$ cat config.mk
export PLATFORM = sky130hd
export DESIGN_NAME = rdi_tx_adapter
export DESIGN_NICKNAME = d
export VERILOG_FILES = /design/src/rtl/rdi_pkg.sv /design/src/rtl/rdi_tx_fifo.sv /design/src/rtl/rdi_tx_adapter.sv
export SDC_FILE = /design/constraint.sdc
export NUM_CORES = 1
export LEC_CHECK = 0
export CAP_MARGIN = 40
export CORE_ASPECT_RATIO = 1.5
export CORE_MARGIN = 8
export CORE_UTILIZATION = 35
export DETAILED_ROUTE_END_ITERATION = 16
export MAX_ROUTING_LAYER = met4
export PLACE_DENSITY = 0.58
export SLEW_MARGIN = 20
export SYNTH_ARGS = -nofsm -noshare
export SYNTH_HDL_FRONTEND = slang
export SYNTH_SLANG_ARGS = --single-unit
$ cat constraint.sdc
create_clock -name lclk -period 8.05 [get_ports lclk]
set_input_delay 2.0125 -clock lclk [delete_from_list [all_inputs] [get_ports lclk]]
set_output_delay 2.0125 -clock lclk [all_outputs]
set_load 0.02 [all_outputs]
$ cat src/rtl/rdi_pkg.sv
// Shared RDI definitions: link-state encodings, adapter FSM states and the beat type.
package rdi_pkg;

  localparam logic [3:0] LS_NOP       = 4'h0;
  localparam logic [3:0] LS_RESET     = 4'h0;
  localparam logic [3:0] LS_ACTIVE    = 4'h1;
  localparam logic [3:0] LS_L1        = 4'h4;
  localparam logic [3:0] LS_L2        = 4'h8;
  localparam logic [3:0] LS_LINKRESET = 4'h9;
  localparam logic [3:0] LS_LINKERROR = 4'hA;
  localparam logic [3:0] LS_RETRAIN   = 4'hB;
  localparam logic [3:0] LS_DISABLED  = 4'hC;

  typedef enum logic [1:0] {
    ST_RESET,
    ST_REQ_ACTIVE,
    ST_ACTIVE,
    ST_ERROR
  } link_st_e;

  localparam int NBYTES_DEF = 8;
  typedef logic [NBYTES_DEF*8-1:0] rdi_data_t;

endpackage

$ cat src/rtl/rdi_tx_fifo.sv
// Synchronous transmit FIFO with flush; head is read straight from the storage registers.
module rdi_tx_fifo #(
  parameter int DW    = 64,
  parameter int DEPTH = 8
) (
  input  logic                     clk,
  input  logic                     rst_n,
  input  logic                     push,
  input  logic                     pop,
  input  logic                     flush,
  input  logic [DW-1:0]            wdata,
  output logic [DW-1:0]            head,
  output logic                     full,
  output logic                     empty,
  output logic [$clog2(DEPTH):0]   level
);
  localparam int AW = $clog2(DEPTH);

  logic [DW-1:0] r_mem [DEPTH];
  logic [AW-1:0] r_wptr;
  logic [AW-1:0] r_rptr;
  logic [AW:0]   r_level;
  logic [AW-1:0] w_waddr;

  // A push landing in the flush cycle survives as the sole entry.
  assign w_waddr = flush ? '0 : r_wptr;

  always_ff @(posedge clk) begin
    if (push) r_mem[w_waddr] <= wdata;
  end

  always_ff @(posedge clk or negedge rst_n) begin
    if (!rst_n) begin
      r_wptr  <= '0;
      r_rptr  <= '0;
      r_level <= '0;
    end else if (flush) begin
      r_wptr  <= push ? AW'(1) : '0;
      r_rptr  <= '0;
      r_level <= push ? (AW+1)'(1) : '0;
    end else begin
      if (push) r_wptr <= r_wptr + 1'b1;
      if (pop)  r_rptr <= r_rptr + 1'b1;
      case ({push, pop})
        2'b10:   r_level <= r_level + 1'b1;
        2'b01:   r_level <= r_level - 1'b1;
        default: r_level <= r_level;
      endcase
    end
  end

  assign head  = r_mem[r_rptr];
  assign full  = (r_level == (AW+1)'(DEPTH));
  assign empty = (r_level == '0);
  assign level = r_level;

endmodule

$ cat src/rtl/rdi_tx_adapter.sv
// RDI transmit adapter: buffers upstream beats and releases them only while the link is
// Active and not stalled; owns the lp_state_req FSM and the stall handshake.
module rdi_tx_adapter
  import rdi_pkg::*;
#(
  parameter int NBYTES = 8,
  parameter int DEPTH  = 8,
  parameter int CNTW   = 32
) (
  input  logic                    lclk,
  input  logic                    rst_n,
  input  logic                    link_en,
  input  logic                    in_valid,
  output logic                    in_ready,
  input  logic [NBYTES*8-1:0]     in_data,
  output logic                    lp_irdy,
  output logic                    lp_valid,
  output logic [NBYTES*8-1:0]     lp_data,
  input  logic                    pl_trdy,
  output logic [3:0]              lp_state_req,
  input  logic [3:0]              pl_state_sts,
  output logic                    lp_linkerror,
  input  logic                    ctrl_linkerror,
  input  logic                    pl_stallreq,
  output logic                    lp_stallack,
  output logic                    link_active,
  output logic [$clog2(DEPTH):0]  fifo_level,
  output logic [CNTW-1:0]         tx_cnt
);
  link_st_e             r_state;
  link_st_e             w_next;
  logic                 r_alive;
  logic                 r_stall_hold;
  logic [CNTW-1:0]      r_tx_cnt;
  logic [NBYTES*8-1:0]  w_head;
  logic                 w_full;
  logic                 w_empty;
  logic                 w_push;
  logic                 w_offer;
  logic                 w_xfer;
  logic                 w_flush;
  logic                 w_err_in;

  assign w_err_in = ctrl_linkerror | (pl_state_sts == LS_LINKERROR);
  assign w_offer  = (r_state == ST_ACTIVE) & !w_empty & !r_stall_hold;
  assign w_xfer   = w_offer & pl_trdy;
  assign w_push   = in_valid & in_ready;
  assign w_flush  = (w_next == ST_ERROR) & (r_state != ST_ERROR);
  assign in_ready = r_alive & !w_full;

  rdi_tx_fifo #(
    .DW    (NBYTES*8),
    .DEPTH (DEPTH)
  ) u_fifo (
    .clk   (lclk),
    .rst_n (rst_n),
    .push  (w_push),
    .pop   (w_xfer),
    .flush (w_flush),
    .wdata (in_data),
    .head  (w_head),
    .full  (w_full),
    .empty (w_empty),
    .level (fifo_level)
  );

  always_ff @(posedge lclk or negedge rst_n) begin
    if (!rst_n) begin
      r_state      <= ST_RESET;
      r_alive      <= 1'b0;
      r_stall_hold <= 1'b0;
      r_tx_cnt     <= '0;
    end else begin
      r_state <= w_next;
      r_alive <= 1'b1;
      if (w_xfer) r_tx_cnt <= r_tx_cnt + 1'b1;
      // Stall is granted only once no beat is left hanging on the channel.
      if (!pl_stallreq)              r_stall_hold <= 1'b0;
      else if (!w_offer || w_xfer)   r_stall_hold <= 1'b1;
    end
  end

  always_comb begin
    w_next = r_state;
    if (w_err_in) begin
      w_next = ST_ERROR;
    end else if (r_state == ST_ERROR) begin
      if (pl_state_sts == LS_RESET) w_next = ST_RESET;
    end else if (!link_en) begin
      w_next = ST_RESET;
    end else begin
      case (r_state)
        ST_RESET:      w_next = ST_REQ_ACTIVE;
        ST_REQ_ACTIVE: if (pl_state_sts == LS_ACTIVE) w_next = ST_ACTIVE;
        ST_ACTIVE:     if (pl_state_sts != LS_ACTIVE) w_next = ST_REQ_ACTIVE;
        default:       w_next = r_state;
      endcase
    end
  end

  always_comb begin
    lp_state_req = LS_NOP;
    lp_linkerror = 1'b0;
    link_active  = 1'b0;
    case (r_state)
      ST_REQ_ACTIVE: lp_state_req = LS_ACTIVE;
      ST_ACTIVE: begin
        lp_state_req = LS_ACTIVE;
        link_active  = 1'b1;
      end
      ST_ERROR:      lp_linkerror = 1'b1;
      default:       lp_state_req = LS_NOP;
    endcase
    lp_irdy  = w_offer;
    lp_valid = w_offer;
    lp_data  = w_offer ? w_head : '0;
  end

  assign lp_stallack = r_stall_hold;
  assign tx_cnt      = r_tx_cnt;

endmodule

* Word-level counts from Yosys, hierarchy flattened
Memory sizes are Yosys's and may differ from the RTL's.
Index checks and enable logic that the tools add are counted.
** Word-level totals
- Memories :: 1
- Output and inout port bits :: 110
- Logic and storage cells :: 68
- Memory bits (writable) :: 512
- Input bits :: 75
- Register bits after elaboration :: 46
** Memory list
- u_fifo.r_mem :: depth 8, bits a word 64, rd ports 1, clocked after Yosys merged registers in 0, wr ports 1, line rdi_tx_fifo.sv:19 : logic [DW-1:0] r_mem [DEPTH];
** Operators by class
- $add $sub $neg :: 5
- Reduce and logical (&&, ||, !) cells :: 12
- Bitwise logic cells :: 7
- Eq/ne operators :: 12
- Mux-type cells :: 24
** Operator list (count)
- $mux W64 :: 1
- $add A32 B1 Y32 const B :: 1
- $mux W3 :: 5
- $mux W2 :: 6
- $mux W1 :: 9
- $eq A2 B2 Y1 const B :: 4
- $eq A4 B4 Y1 const B :: 2
- $logic_not A4 Y1 :: 2
- $pmux W4 S2 :: 1
- $add A3 B1 Y3 const B :: 2
- $and A1 B1 Y1 :: 6
- $pmux W2 S3 :: 1
- $add A4 B1 Y4 const B :: 1
- $eq A2 B1 Y1 const B :: 2
- $eq A4 B1 Y1 const B :: 1
- $logic_not A1 Y1 :: 4
- $mux W4 :: 1
- $ne A4 B1 Y1 const B :: 1
- $reduce_bool A2 Y1 :: 2
- $sub A4 B1 Y4 const B :: 1
- $reduce_bool A3 Y1 :: 1
- $logic_not A2 Y1 :: 1
- $ne A2 B1 Y1 const B :: 1
- $ne A2 B2 Y1 const B :: 1
- other kinds (3) :: 3

* Depth between registers and ports, before layout
Gate-level depths: netlist of run 1.
- Depth after elaboration :: 9
- Depth in mapped cells :: 13

* By module
From an unflattened synthesis of run 1, not the netlist that was laid out.
** Unflattened totals
- Cell total of the unflattened synthesis :: 1057
- Area, all modules :: 22113.7 sq um
** Modules (own cells, without submodules)
- rdi_tx_fifo :: cells an instance 816, area each 19880.3 sq um, instances 1, sequential area each 15625.0 sq um
- rdi_tx_adapter :: cells an instance 241, area each 2233.4 sq um, instances 1, sequential area each 900.9 sq um

* Worst setup path before layout of run 1
OpenSTA, ideal clock, no wires.
- Path kind :: input -> register
- Start :: in pl_state_sts[1]
- End :: mem u_fifo.r_mem[2][0], enable pin
- Arrival time :: 9.272 ns
- Stages on the path :: 6
- Path slack :: -1.866 ns
- Library setup time :: 0.644 ns
- Path through :: or4b_1 a21oi_1 o21ai_2 a31oi_4 nor2_4 nor4_1
** Between the ends
- Longest elaborated chain between the ends :: 9
** RTL lines
- from (decl) :: line rdi_tx_adapter.sv:21 : input logic [3:0] pl_state_sts,
- $ne A4 B1 Y1 or $eq A4 B1 Y1 (tied branches) :: line rdi_tx_adapter.sv:95, rdi_tx_adapter.sv:94
- $mux W2, on equally long branches :: line rdi_tx_adapter.sv:95, rdi_tx_adapter.sv:94
- $pmux W2 S3 :: line rdi_tx_adapter.sv:92 : case (r_state)
- $mux W2 :: line rdi_tx_adapter.sv:89 : end else if (!link_en) begin
- $mux W2 :: line rdi_tx_adapter.sv:87 : end else if (r_state == ST_ERROR) begin
- $mux W2 (*) :: line rdi_tx_adapter.sv:85 : if (w_err_in) begin
- $eq A2 B2 Y1 (*) :: line rdi_tx_adapter.sv:48 : assign w_flush = (w_next == ST_ERROR) & (r_state != ST_ERROR);
- $and A1 B1 Y1 (*) :: line rdi_tx_adapter.sv:48
- $mux W3 (*) :: line rdi_tx_fifo.sv:26 : assign w_waddr = flush ? '0 : r_wptr;
- to (decl) :: line rdi_tx_fifo.sv:19
Every way passes the cells marked *; elsewhere a longest branch is shown, timed or not.

* Worst setup path in the final report of run 1
- Start :: reg u_fifo.r_rptr[0]
- End :: out lp_data[17]
** Between the ends
- Longest elaborated chain between the ends :: 2
** RTL lines
- from (decl) :: line rdi_tx_fifo.sv:21 : logic [AW-1:0] r_rptr;
- from (signal assigned) :: line rdi_tx_fifo.sv:43 : if (pop) r_rptr <= r_rptr + 1'b1;
- $mem_v2 Z8 W64
- $mux W64 :: line rdi_tx_adapter.sv:116 : lp_data = w_offer ? w_head : '0;
- to (decl) :: line rdi_tx_adapter.sv:18 : output logic [NBYTES*8-1:0] lp_data,
Every way passes these cells.

==> results.md, run 1 <==
* Final period utilization at between 60 and 70%
* Clock tree buffer depth at 3
* Net switching power at approximately 1600 uW
* Post-synth top flop: edfxtp_1
* Die Ht at about 320 um
* Combinational Power Share at between 10% and 20%
* Mean Syn Cell Area at 20.97 um^2
* Min-Delay Path Class: reg -> reg
* Share of layout cells above drive strength 1 at roughly a fifth
* Area delta synth->final at 21.20%
* Synthesized instance count at about 1000
* Synth top area cells: edfxtp_1, mux4_2, dfrtp_1, mux2i_1, nor2_1
* Leakage at 0.008237 uW
* Worst-path fanout max at 32
* Top-area cell type share of the netlist area at a little over two thirds
* Met2 usage at 22.32%
* Final setup violation count at 0
* Worst-path clk slew at roughly 0.060 ns
* Total Routed Length at around 47000 um
* Crit Path Category: reg -> out
* Starting DRC count in detailed routing at between 600 and 700
* Vias post-DR at approximately 10000
* Ys async rst share at 8.244%
* Grt ovf at 0
* GR Util met3 at a little under 3%
* Largest area contributor in the netlist: edfxtp_1
* Flops & latches, synth at around 560
* Die area at 0.07053 mm^2
* Fin util at 42.65%
* CP Capture Type: primary output
* Status: completed
* Register share of total power at between 50 and 60%
* Fin crit period at around 5.5 ns
* Clk sinks at approximately 560
* Fmax at approximately 180 MHz
* Post-synth EDFFs at 512
* Internal at 5107 uW
* Max-slew violation count at 0
* Maximum vdd drop at between 0.15 and 0.2 mV
* Most common cell in the netlist: edfxtp_1
* Vias in the first global route at 11221
* CTS tree: built
* Initial antenna violation count at 9
* Nets at ~1300
* Vias/cell at 4.913
* Clk root buf: clkbuf_16
* Cts hold-fix bufs at 0
* Fin Clk Skew at 0.01865 ns
* Setup TNS at 0 ns
* Worst Max-Slew Pin Slew at roughly 0.84 ns
* Worst-Skew Late Latency at ~0.60 ns
* DR DRC count at 0
* Post-synth top cells: edfxtp_1, mux4_2, nor2_1
* WL/cell at roughly 22 um
* Sequential area share after synthesis at 75.99%
* DIE WIDTH at about 220 um
* Library cells used by synthesis at 51
* H-tree depth at 2
* Sw Share at 23.92%
* Ys Warns at 0
* Gr busiest metal: met2
* Synth Cell Area at between 0.02 and 0.025 mm^2
* Initial Util at between 30% and 40%
* Fillcell total at approximately 5400
* Worst EP required at just over 6 ns
* Largest net degree at the start of global routing at 67
* Setup bufs post-CTS at 0
* First-pass GRT wire length at approximately 70000 um
* Gr usage total at between 10 and 15%
* Detailed-router iteration count before antenna repair at 5
* GR Layer Usage met1 at approximately 17%
* Worst setup SP type: flop
* Rel. slew slack at 44.18%
* RSZ-0062 raised after global routing: false
* Placer Congestion at ~0.78
* Max_cap viols at 0
* Post-cts sizing count at 0
* Io pins at roughly 190
* Port Buffers at 181
* Core area at 0.06180 mm^2
* Clock power share at a little over a third
* Cell Rows at roughly 110
* Final hold violation count at 0
* WP data arrival at approximately 3.5 ns
* TritonCTS buffer count at between 50 and 60
* Antenna Nets Post-Route at 0
* Pwr/cell area at around 250 mW/mm^2
* Post-DP HPWL at around 27000 um
## layout make-up
type,instances,area [um^2],area share (%)
Clock inverter,38,349.1,1.324
Timing Repair Buffer,206,2072,7.861
Multi-Input combinational cell,426,5039,19.12
Inverter,5,18.77,0.07121
Sequential cell,558,16540,62.74
Clock buffer,57,1320,5.008
Tap cell,798,998.5,3.788
Antenna cell,9,22.52,0.08545
## per-stage QoR
step | hold slack [ns] | setup WS (ns) | std cells | area (um^2) | total power (uW)
final | 0.4889 | 2.517 | 2097 | 26360 | 6712
after global routing | 0.5094 | 2.202 | 2097 | 26360 | 6986
after CTS | 0.4980 | 2.341 | 2088 | 26330 | 6820
after detailed placement | 0.4833 | 2.449 | 1993 | 24660 | 4415
after global placement | 0.4598 | 2.408 | 1990 | 24590 | 4393
after floorplan | 0.5339 | -1.866 | 1039 | 21750 | 4042
## worst max-delay path: stages (launching register included)
cell,delay (ns)
dfrtp_4,0.87
buf_4,0.55
mux4_2,0.58
mux2i_1,0.28
nor2_1,0.07
clkdlybuf4s50_1,0.55
## sequential cells by signal (all words and copies together) (netlist names)
name           count
u_fifo.r_mem     512
tx_cnt            32
u_fifo.r_wptr      3
u_fifo.r_rptr      3
r_alive            1
r_state            2
u_fifo.level       4
lp_stallack        1
## metal layers
layer / share of wire [%] / wire [um] / vias to the layer above
met4: 1.7 / 773 / 0
met3: 5.8 / 2709 / 57
met5: 0 / 0 / -
li1: - / - / 4630
met2: 50 / 23450 / 224
met1: 42 / 19760 / 5392
## cells by family (layout without fill, tap and decap cells)
kind of cell	Yosys count	after routing	share of synthesized area, %
other	2	13	0.03453
muxes	195	195	16.34
xor gates and xnor gates	39	39	1.571
DFF	558	558	75.99
buffers and inverters	55	306	1.139
adders and majority gates	11	11	0.6674
AOI/OAI and AO/OA	18	18	0.6502
and+or+nand+nor	159	159	3.607
## worst paths after layout
path                                                  to  slack [ns]  depth (start not counted)                          from
hold reg to reg                   tx_cnt[31]$_DFFE_PN0P_        0.49                          1        tx_cnt[31]$_DFFE_PN0P_
max in group asynchronous   u_fifo.r_rptr[1]$_DFFE_PN0P_        6.07                          2                         rst_n
setup / recovery                             lp_data[17]        2.52                          5  u_fifo.r_rptr[0]$_DFFE_PN0P_
min in group asynchronous         tx_cnt[28]$_DFFE_PN0P_        1.51                          2                         rst_n
setup reg to reg           u_fifo.r_mem[0][56]$_DFFE_PP_        4.59                          9          r_state[1]$_DFF_PN0_
hold / removal                    tx_cnt[31]$_DFFE_PN0P_        0.49                          1        tx_cnt[31]$_DFFE_PN0P_
## power groups by stage
stage               combinational (uW)  sequential (uW)  clock (uW)
floorplan                          602             3440           0
global route                      1000             3420        2570
finish                             920             3400        2390
detailed placement                 949             3470           0
CTS                                952             3400        2460
global placement                   930             3460           0
## layout by cell type (no fill, tap or decap), types with 6 or more instances in the layout
cell type          n
xnor2_1           28
nand4_1            7
clkinv_2          10
diode_2            9
xor2_1            11
mux4_2           128
a21oi_1            6
mux2i_1           67
clkbuf_16         52
edfxtp_1         512
clkinv_1          15
dfrtp_1           43
ha_1              10
clkdlybuf4s50_1  180
nand3_1           15
nand2_1           23
buf_4             20
nor2_1            80
Power figures use the tool's default switching activity.
==> run 2: changes to the inputs <==
Clock period 8.05 ns to 4.5 ns, I/O delays scaled along.
==> results.md, run 2 (synthesized netlist as in run 1, its figures left out) <==
* CP Capture Type: primary output (unchanged)
* Total Routed Length at 46210 um (was 46680 um)
* Max-slew violation count at 0 (unchanged)
* Placed cells at 1993 (unchanged)
* Grt ovf at 0 (unchanged)
* Fin Clk Skew at 0.01707 ns (was 0.01865 ns)
* CTS tree: built (unchanged)
* Placer Congestion at 0.7483 (was 0.7786)
* Leakage at 0.008248 uW (was 0.008237 uW)
* Setup bufs post-CTS at 0 (unchanged)
* Nets at 1334 (unchanged)
* Worst setup SP type: flop (unchanged)
* Port Buffers at 181 (unchanged)
* WP data arrival at 3.05 ns (was 3.52 ns)
* Worst-Skew Late Latency at 0.58 ns (was 0.60 ns)
* Worst Max-Slew Pin Slew at 0.7076 ns (was 0.8373 ns)
* First-pass GRT wire length at 69660 um (was 69970 um)
* Largest stage delay on the critical path at 0.56 ns (was 0.87 ns)
* Top reg by flops: u_fifo.r_mem (unchanged)
* Rel. slew slack at 52.71% (was 44.18%)
* Fmax at approximately 240 MHz
* Vias/cell at 4.917 (was 4.913)
* Die Ht at 321.3 um (unchanged)
* Final setup violation count at 0 (unchanged)
* DR DRC count at 0 (unchanged)
* Largest register FFs at 512 (unchanged)
* Pwr/cell area at 450.6 mW/mm^2 (was 254.7 mW/mm^2)
* RSZ-0062 raised after global routing: false (unchanged)
* Vias post-DR at 10291 (was 10303)
* Detailed-router iteration count before antenna repair at 4 (was 5)
* Post-route insts no fill at 2093 (was 2097)
* Post-cts sizing count at 0 (unchanged)
* Critical-path top delay cell: mux4_2 (was dfrtp_4)
* Maximum vdd drop at 0.3058 mV (was 0.1626 mV)
* Status: completed (unchanged)
* Most frequent cells in the layout: edfxtp_1, clkdlybuf4s50_1, mux4_2 (unchanged)
* Pre-CTS WS at 0.4190 ns (was 2.449 ns)
* Core area at 0.06180 mm^2 (unchanged)
* Largest net degree at the start of global routing at 79 (was 67)
* Max_cap viols at 0 (unchanged)
* Starting DRC count in detailed routing at 615 (was 697)
* Vias in the first global route at 11235 (was 11221)
* CP cell instances: buf_12 -> mux4_2 -> mux2i_1 -> nor2_1 -> clkdlybuf4s50_1 (was buf_4 -> mux4_2 -> mux2i_1 -> nor2_1 -> clkdlybuf4s50_1)
* Antenna Nets Post-Route at 0 (unchanged)
* Final period utilization at about 90%
* Cts hold-fix bufs at 0 (unchanged)
* Setup ws final at 0.3254 ns (was 2.517 ns)
* Cell Rows at 112 (unchanged)
* Share of layout cells above drive strength 1 at 19.13% (was 19.22%)
* Final hold violation count at 0 (unchanged)
* Fin util at 42.92% (was 42.65%)
* Fin crit period at around 4.2 ns
* DIE WIDTH at 219.5 um (unchanged)
* Worst-path clk slew at 0.06 ns (about the same)
* WL/cell at 22.08 um (was 22.26 um)
* Crit Path Category: reg -> out (unchanged)
* Min-Delay Path Class: reg -> reg (unchanged)
* Gr usage total at 13.33% (was 13.52%)
* Io pins at 185 (unchanged)
* Most common cell after layout, fill and taps aside: edfxtp_1 (unchanged)
* Worst-path fanout max at 46 (was 32)
* Worst EP required at 3.38 ns (was 6.04 ns)
* Initial Util at 35.19% (unchanged)
* Die area at 0.07053 mm^2 (unchanged)
* Hold WS at 0.4620 ns (was 0.4889 ns)
* Post-DP HPWL at 26960 um (was 27160 um)
* Clock tree buffer depth at 3 (unchanged)
* Initial antenna violation count at 9 (unchanged)
* Clk root buf: clkbuf_16 (unchanged)
* Area delta synth->final at 21.96% (was 21.20%)
* H-tree depth at 2 (unchanged)
* TritonCTS buffer count at 51 (unchanged)
* Clk sinks at 558 (unchanged)
-- run 2: changes by cell type in the layout (fill, tap and decap cells not counted), sizes merged --
cell / change
clkinvlp: -1
bufinv: -1
clkinv: -12
inv: +4
clkbuf: +6
-- run 2: power breakdown --
part / switching [uW] / internal [uW]
clock network: 1840 / 2330
registers: 132 / 5930
logic: 891 / 828
-- run 2: final timing paths --
check,slack [ns],startpoint,cells past startpoint,to
worst max-delay path,0.33,u_fifo.r_rptr[0]$_DFFE_PN0P_,5,lp_data[53]
worst min-delay path,0.46,tx_cnt[31]$_DFFE_PN0P_,1,tx_cnt[31]$_DFFE_PN0P_
worst max register to register,1.55,r_state[0]$_DFF_PN0_,8,u_fifo.r_mem[0][25]$_DFFE_PP_
worst min register to register,0.46,tx_cnt[31]$_DFFE_PN0P_,1,tx_cnt[31]$_DFFE_PN0P_
max in group asynchronous,3.16,rst_n,2,u_fifo.r_rptr[0]$_DFFE_PN0P_
min in group asynchronous,0.60,rst_n,1,tx_cnt[27]$_DFFE_PN0P_
-- run 2: worst max-delay path, delay by kind of cell, from the launching register on --
| kind | cells | cell delay, ns |
|---|---|---|
| buffers and inverters | 2 | 0.92 |
| multiplexers | 2 | 0.90 |
| AND/OR/NAND/NOR | 1 | 0.07 |
| flip-flops | 1 | 0.55 |
-- run 2: routing by layer --
metal | global-route usage, % | wire, um | vias up
li1 | - | - | 4629
met1 | 16.49 | 19480 | 5395
met2 | 22.28 | 23330 | 209
met3 | 2.614 | 2474 | 58
met4 | 3.432 | 930 | 0
met5 | - | 0 | -
-- run 2: area by class of cell --
cell class	instances	area [um^2]
fill	5337	35280
sequential	558	16540
multi-input combinational	426	5076
timing repair buffer	206	2270
clock buffer	63	1321
tap	798	998.5
clock inverter	28	279.0
antenna	9	22.52
inverter	5	18.77
-- run 2: metrics by stage --
| step | setup TNS, ns | total power [uW] | cell area, um^2 |
|---|---|---|---|
| 6_report | 0 | 11950 | 26520 |
| 5_1_grt | 0 | 12420 | 26520 |
| 4_1_cts | 0 | 12150 | 26500 |
| 3_5_place_dp | 0 | 7952 | 24900 |
| 3_3_place_gp | 0 | 7918 | 24900 |
| 2_1_floorplan | -72.79 | 7255 | 21840 |
